`src/rtl/muldiv_unit_if.sv`:
```
// muldiv_unit_if: request/result bundle between execute control and the mul/div unit
interface muldiv_unit_if #(parameter int WIDTH = 32);
   logic             start;
   logic [1:0]       op;
   logic [WIDTH-1:0] A;
   logic [WIDTH-1:0] B;
   logic [WIDTH-1:0] HI;
   logic [WIDTH-1:0] LO;
   logic             busy;
   logic             done;
   logic             div_zero;
   modport master (output start, op, A, B, input HI, LO, busy, done, div_zero);
   modport slave  (input start, op, A, B, output HI, LO, busy, done, div_zero);
endinterface

```
`src/rtl/muldiv_unit.sv`:
```
// muldiv_unit: iterative unsigned shift-add multiply / restoring divide with HI/LO registers
module muldiv_unit #(parameter int WIDTH = 32) (
   input  logic           clk,
   input  logic           reset,
   muldiv_unit_if.slave   bus
);
   localparam int CW = (WIDTH > 1) ? $clog2(WIDTH) : 1;
   typedef enum logic [1:0] {IDLE, MUL, DIV, DONE} state_t;
   state_t state, state_nx;
   logic [CW-1:0]      cnt;
   logic [WIDTH-1:0]   opnd;
   logic [2*WIDTH-1:0] acc, acc_nx;
   logic [WIDTH-1:0]   rem, quo, rem_nx, quo_nx;
   logic [WIDTH:0]     msum, sh;
   logic [WIDTH-1:0]   hi, lo;
   logic               dz, ge, last, accept;
   assign accept = (state == IDLE || state == DONE) && bus.start;
   assign last   = cnt == CW'(WIDTH - 1);
   // Multiply: upper half accumulates, lower half holds the multiplier and shifts out.
   always_comb begin
      msum   = {1'b0, acc[2*WIDTH-1:WIDTH]} + {1'b0, acc[0] ? opnd : '0};
      acc_nx = {msum, acc[WIDTH-1:1]};
   end
   // Divide: remainder shifts in dividend bits from quo; quotient bits shift into quo.
   always_comb begin
      sh     = {rem, quo[WIDTH-1]};
      ge     = sh >= {1'b0, opnd};
      rem_nx = ge ? WIDTH'(sh - {1'b0, opnd}) : sh[WIDTH-1:0];
      quo_nx = {quo[WIDTH-2:0], ge};
   end
   always_ff @(posedge clk or posedge reset)
      if (reset) state <= IDLE;
      else       state <= state_nx;
   always_comb begin
      state_nx = state;
      case (state)
         IDLE, DONE: state_nx = !bus.start ? IDLE : bus.op == 2'b00 ? MUL : bus.op == 2'b01 ? DIV : IDLE;
         MUL:        state_nx = last ? DONE : MUL;
         DIV:        state_nx = last ? DONE : DIV;
         default:    state_nx = IDLE;
      endcase
   end
   always_comb begin
      bus.busy     = state == MUL || state == DIV;
      bus.done     = state == DONE;
      bus.HI       = hi;
      bus.LO       = lo;
      bus.div_zero = dz;
   end
   always_ff @(posedge clk or posedge reset)
      if (reset) begin
         cnt  <= '0;
         opnd <= '0;
         acc  <= '0;
         rem  <= '0;
         quo  <= '0;
         hi   <= '0;
         lo   <= '0;
         dz   <= 1'b0;
      end else if (accept) begin
         dz  <= 1'b0;
         cnt <= '0;
         case (bus.op)
            2'b00: begin
               opnd <= bus.A;
               acc  <= {{WIDTH{1'b0}}, bus.B};
            end
            2'b01: begin
               opnd <= bus.B;
               quo  <= bus.A;
               rem  <= '0;
            end
            2'b10:   hi <= bus.A;
            default: lo <= bus.A;
         endcase
      end else if (state == MUL) begin
         acc <= acc_nx;
         cnt <= cnt + 1'b1;
         if (last) {hi, lo} <= acc_nx;
      end else if (state == DIV) begin
         rem <= rem_nx;
         quo <= quo_nx;
         cnt <= cnt + 1'b1;
         if (last) begin
            hi <= quo_nx;
            lo <= rem_nx;
            dz <= opnd == '0;
         end
      end
endmodule

```
`src/flat_wrapper.sv`:
```
// flat-port wrapper written by rule: the top's interface ports become plain ports
module muldiv_unit_flat 
#(parameter int WIDTH = 32)
  (clk, reset, bus_start, bus_op, bus_A, bus_B, bus_HI, bus_LO, bus_busy, bus_done, bus_div_zero);
  muldiv_unit_if #(.WIDTH(WIDTH)) bus_i ();
  input  logic clk;
  input  logic reset;
  input wire logic [$bits(bus_i.start)-1:0] bus_start;
  input wire logic [$bits(bus_i.op)-1:0] bus_op;
  input wire logic [$bits(bus_i.A)-1:0] bus_A;
  input wire logic [$bits(bus_i.B)-1:0] bus_B;
  output wire logic [$bits(bus_i.HI)-1:0] bus_HI;
  output wire logic [$bits(bus_i.LO)-1:0] bus_LO;
  output wire logic [$bits(bus_i.busy)-1:0] bus_busy;
  output wire logic [$bits(bus_i.done)-1:0] bus_done;
  output wire logic [$bits(bus_i.div_zero)-1:0] bus_div_zero;
  assign bus_i.start = bus_start;
  assign bus_i.op = bus_op;
  assign bus_i.A = bus_A;
  assign bus_i.B = bus_B;
  assign bus_HI = bus_i.HI;
  assign bus_LO = bus_i.LO;
  assign bus_busy = bus_i.busy;
  assign bus_done = bus_i.done;
  assign bus_div_zero = bus_i.div_zero;
  muldiv_unit #(.WIDTH(WIDTH)) u_core (.clk(clk), .reset(reset), .bus(bus_i));
endmodule
```
`config.mk`:
```
export PLATFORM = sky130hd
export DESIGN_NAME = muldiv_unit_flat
export DESIGN_NICKNAME = d
export VERILOG_FILES = /design/src/rtl/muldiv_unit_if.sv /design/src/rtl/muldiv_unit.sv /design/src/flat_wrapper.sv
export SDC_FILE = /design/constraint.sdc
export NUM_CORES = 1
export LEC_CHECK = 0
export ABC_AREA = 1
export CAP_MARGIN = 0
export CORE_ASPECT_RATIO = 0.5
export CORE_MARGIN = 2
export CORE_UTILIZATION = 61
export CTS_BUF_LIST = sky130_fd_sc_hd__clkbuf_8
export CTS_CLUSTER_DIAMETER = 200
export DETAILED_ROUTE_END_ITERATION = 8
export DONT_BUFFER_PORTS = 1
export HOLD_SLACK_MARGIN = 0.08
export PLACE_DENSITY = 0.89
export SETUP_SLACK_MARGIN = 0.15
export SYNTH_ARGS = -nofsm -noshare
export SYNTH_HDL_FRONTEND = slang
export SYNTH_SLANG_ARGS = --single-unit
```
`constraint.sdc`:
```
create_clock -name clk -period 6.9 [get_ports clk]
set_input_delay 0.69 -clock clk [delete_from_list [all_inputs] [get_ports clk]]
set_output_delay 0.69 -clock clk [all_outputs]
set_load 0.005 [all_outputs]
```
# == Word-level counts from Yosys, hierarchy flattened ==
# Cells that the tools add are included.
# W data, S select, Z words.
# totals
ff_bits,232
latchBits,0
ram_bits,0
rom_bits,0
elab_cells,82
mem_count,0
# op_classes
add_sub_neg,3
multipliers,0
div_mod_pow,0
order_cmp,1
eq_ne,11
shift,0
mux,39
bitwise_logic,0
reduce_logical,19
# ops
operator,count
$mux W32,22
$mux W64,3
$pmux W32 S2,1
$add A32 B32 Y33,1
$ge A33 B32 Y1,1
$logic_not A32 Y1,1
$sub A32 B32 Y32,1
$mux W5,3
$reduce_and A3 Y1,4
$mux W2,4
$ne A2 B2 Y1 const B,4
$reduce_bool A2 Y1,4
$eq A2 B2 Y1 const B,3
$pmux W2 S3,1
$add A5 B1 Y5 const B,1
$eq A5 B5 Y1 const B,1
$mux W1,5
$eq A2 B1 Y1 const B,2
$logic_not A2 Y1,2
$reduce_and A2 Y1,2
$reduce_bool A3 Y1,1
$reduce_or A3 Y1,1
$logic_or A1 B1 Y1,2
$ne A2 B1 Y1 const B,1
2 further kinds,2

# == Logic depth before layout (Yosys ltp) ==
# depth
ltp_word,6
depth_mapped,20
mapped_depth_nobuf,18

# == Worst setup path after synthesis ==
# Ideal clock, no wire load.
# synth_path
path_type,register -> register
startpoint,register u_core.acc[0]
endpoint,register u_core.hi[17] (netlist: u_core.bus.HI[17])
arrival_time_ps,2555
t_required_ps,6823
path_slack_ps,4267
path_stages_with_launch,20
path_cell_list,dfrtp_1 clkbuf_1 clkbuf_1 nand2_1 inv_1 ha_1 inv_1 fa_1 inv_1 nand2_1 a21oi_1 nand2_1 nand2_1 nand2_1 nand2_1 nand2_1 nand2_1 xor2_1 nand2_1 a21oi_1
# synth_via
elab_chain_len,5
# synth_rtl
element,line,source
from (decl),muldiv_unit.sv:12,"logic [2*WIDTH-1:0] acc, acc_nx;"
from (signal assigned),muldiv_unit.sv:66,"acc <= {{WIDTH{1'b0}}, bus.B};"
from (signal assigned),muldiv_unit.sv:77,acc <= acc_nx;
$mux W32,muldiv_unit.sv:21,"msum = {1'b0, acc[2*WIDTH-1:WIDTH]} + {1'b0, acc[0] ? opnd : '0};"
$add A32 B32 Y33,muldiv_unit.sv:21,
$mux W32,muldiv_unit.sv:79,"if (last) {hi, lo} <= acc_nx;"
$mux W32,muldiv_unit.sv:76,end else if (state == MUL) begin
$mux W32,muldiv_unit.sv:60,end else if (accept) begin
to (signal assigned),muldiv_unit.sv:73,2'b10: hi <= bus.A;
to (signal assigned),muldiv_unit.sv:79,
to (signal assigned),muldiv_unit.sv:85,hi <= quo_nx;
to (decl),muldiv_unit.sv:15,"logic [WIDTH-1:0] hi, lo;"
# Every way passes these cells. The select of a mux whose other input is x is not followed.
# A chain may end at the register's enable or synchronous reset.

# == Worst setup path after layout ==
# layout_path
startpoint,register u_core.state[0]
endpoint,register u_core.rem[26]
# layout_via
elab_chain_len,5
elab_cells_between_ends,11
# layout_rtl
element,line,source
from (decl),muldiv_unit.sv:9,"state_t state, state_nx;"
from (signal assigned),muldiv_unit.sv:33,else state <= state_nx;
$eq A2 B2 Y1 or $logic_not A2 Y1 (tied branches),muldiv_unit.sv:17,assign accept = (state == IDLE || state == DONE) && bus.start;
$logic_or A1 B1 Y1,muldiv_unit.sv:17,
$logic_and A1 B1 Y1,muldiv_unit.sv:17,
"$ne A2 B2 Y1 (no line), or another cell as far along",n/a,
$reduce_and A3 Y1 (no line),n/a,
to (signal assigned),muldiv_unit.sv:81,rem <= rem_nx;
to (decl),muldiv_unit.sv:13,"logic [WIDTH-1:0] rem, quo, rem_nx, quo_nx;"
# Several ways; a longest one is shown, not always the timed one.

==> impl_metrics.ini <==
[cts]
hold_buffers = 1
clk_pin_slew_ps = 70
cts_setup_buffers = 0
clock-sinks = 232
cts_tree = yes
insertion_delay_ps = 560
htreeDepth = 2
root_buffer = clkbuf_8
cts_buffers = 36
cts_resized = 0
cts_buffer_depth = 3

[floorplan]
core_mm2 = 0.0254
ios = 136
die_w_um = 233
die_y_um = 118
core.rowCount = 41
start_util = 0.627
die-area_mm2 = 0.0275

[pwr]
power_leakage_nw = 8.78
swShare = 0.500
p_int_w = 0.00386
cellPowerDensity_mw_per_mm2 = 460
comb_power_share = 0.538
p_clk_frac = 0.154
pwr-share-seq = 0.308
power.switching_w = 0.00386
irDropWorstVdd_mv = 0.252

[flow_run]
drv_cap = 0

[global_routing]
busiest_layer = met1
globalRouteMet3Util = 0.0869
antenna_found_initial = 1
grtUsageMet2 = 0.519
grt_overflow = 0
grt_util_all_layers = 0.358
grt_start_max_net_pins = 152
grt_pass1_wl_um = 77300
grt_use_met1 = 0.526
first_global_vias = 14300

[final_layout]
n_fill_cell = 2185
area.growth.synth_to_final_pct = 5.27
fin_nets = 2356
drive_gt1_frac = 0.0834
fin_util = 0.660
insertedDiodeCount = 0

[logic_synthesis]
synth_cell_types = 47
ys_seq_area_frac = 0.364
post-synth-top-area-cell = dfrtp_1
yosys_warnings = 0
netlist_top_cells_area = dfrtp_1 (36%), nand2_1 (15%), inv_1 (7.7%)
syn-num-nets = 2392
synthCells = 2252
avgSynthCellArea_um2 = 7.08
ys_seq_elements = 232
synth_top_area_frac = 0.364
synth_area_mm2 = 0.0159
yosys_most_used_dff = dfrtp_1
async_flop_share = 1.00
synth_edf_count = 0

[detailed_routing]
via_count = 15500
avgViaCountPerCell = 5.98
wl_um = 48700
drc = 0
dr.pass1.iters = 6
antenna_left = 0
drt_iter0_drc = 2246
wire_per_inst_um = 18.8

[placed_design]
routabilityCongestion = 0.974
numPortBuffers = 0
dp_hpwl_um = 36400

[sta]
tightestPinTransition_ps = 1230
relSlewSlack = 0.179
rsz0062_at_grt = false
setup_violations = 0
clock_skew_ps = 15.7
hold_viol_final = 0
layout_min_cycle_time_ps = 4540
clock.fmax_mhz = 220
period_share = 0.658
drv_slew = 0
tns_ps = 0

[worst_setup_path]
cp.required_ps = 7300
start_kind = flop
cp_max_fo = 45
end_kind = flop
crit_type = reg -> reg
crit_arrival_ps = 4940

[min_path]
hp-class = in -> reg

[status]
status = completed
## area by class of cell
| type | instances | area, um2 | share of cell area |
|---|---|---|---|
| sequential | 232 | 5810 | 0.346 |
| inverter | 334 | 1260 | 0.0754 |
| multi-input combinational | 1599 | 8460 | 0.504 |
| clock buffer | 43 | 592 | 0.0353 |
| clock inverter | 20 | 119 | 0.00708 |
| timing repair buffer | 13 | 113 | 0.00671 |
| tap | 344 | 430 | 0.0256 |
## worst max-delay path, cell delays in order (launching register included)
cell,delay (ps)
dfrtp_1,380
inv_1,50
ha_1,420
nand2_2,70
buf_4,280
inv_2,390
buf_4,520
nor2_4,50
nand2_1,820
inv_1,890
nand3_1,320
o21ai_0,130
## registers in the layout, summed over array words and instances (netlist names)
name and count:
u_core.bus.div_zero 1, u_core.opnd 32, u_core.rem 32, u_core.bus.HI 32, u_core.acc 64, u_core.bus.LO 32
u_core.quo 32, u_core.cnt 5, u_core.state 2
## layer usage
metal	vias up	wire length [um]
li1	7198	-
met1	7226	20900
met2	918	20500
met3	114	5760
met4	2	1540
met5	-	8
## final timing paths
path / cells past startpoint / from / end / slack, ps
setup / recovery: 11 / u_core.state[0] / u_core.rem[26] / 2360
hold / removal: 2 / bus_B[31] / u_core.acc[31] / 280
setup reg to reg: 11 / u_core.state[0] / u_core.rem[26] / 2360
hold reg to reg: 1 / u_core.cnt[3] / u_core.cnt[3] / 490
max in group asynchronous: 4 / reset / u_core.acc[59] / 4460
min in group asynchronous: 2 / reset / u_core.bus.HI[16] / 660
## power by group through the flow
stage                     sequential [W]  clock, W  combinational [W]
after floorplan                  0.00219         0            0.00333
after global placement           0.00237         0            0.00396
after detailed placement         0.00237         0            0.00405
after CTS                        0.00236   0.00119            0.00408
after global routing             0.00242   0.00125            0.00463
final                            0.00238   0.00119            0.00415
## metrics by stage
stage	power [W]	hold WS (ps)	setup slack, ps	cells	cell area (um2)
floorplan	0.00552	458	3170	2252	15900
global placement	0.00633	485	2630	2521	16100
detailed placement	0.00642	489	2480	2521	16100
CTS	0.00762	270	2470	2585	16800
global route	0.00830	282	2000	2585	16800
finish	0.00772	283	2360	2585	16800
## placed cells by master (no fill, tap or decap), drive strengths merged, types with 9 or more instances in the layout
cell	synthesis	layout
buf	37	12
o22ai	30	30
a31oi	34	34
nand2	695	695
o221ai	30	30
nor3	12	12
a21oi	115	115
inv	334	344
a211oi	52	52
clkbuf	50	43
nor2	233	233
dfrtp	232	232
nor4	9	9
xor2	23	23
nand4	15	15
o21ai	99	99
ha	69	69
nand3	137	137
## synth_stat cells, types with 4 or more instances
master and instances:
xor2_1 23, ha_1 69, buf_1 8, a211oi_1 52, nand4_1 15, nand3_2 20
inv_1 325, buf_12 4, o21ai_0 78, buf_2 22, o21bai_1 4, o21ai_2 10
nand3_1 117, a41oi_1 8, nor4_1 9, o22ai_1 30, nand3b_1 6, a21o_1 6
inv_2 8, a21oi_2 26, o21ai_1 11, dfrtp_1 232, nand2_4 15, nand2_1 656
xnor2_1 6, nand2_2 23, o221ai_1 30, a31oi_1 34, nor3_1 11, nor2_4 7
nor2_1 220, clkbuf_1 50, and2_1 5, nor2_2 6, a21oi_1 89
## cells by family (layout without fill, tap and decap cells)
| logic type | after synthesis | count (layout) | share of synthesized area |
|---|---|---|---|
| and+or+nand+nor | 1114 | 1114 | 0.303 |
| xor gates and xnor gates | 29 | 29 | 0.0159 |
| buffers and inverters | 421 | 410 | 0.106 |
| DFF | 232 | 232 | 0.364 |
| adders and majority gates | 71 | 71 | 0.0567 |
| AOI/OAI and AO/OA | 385 | 385 | 0.154 |
Note: power is estimated with default switching activity, not from simulation.
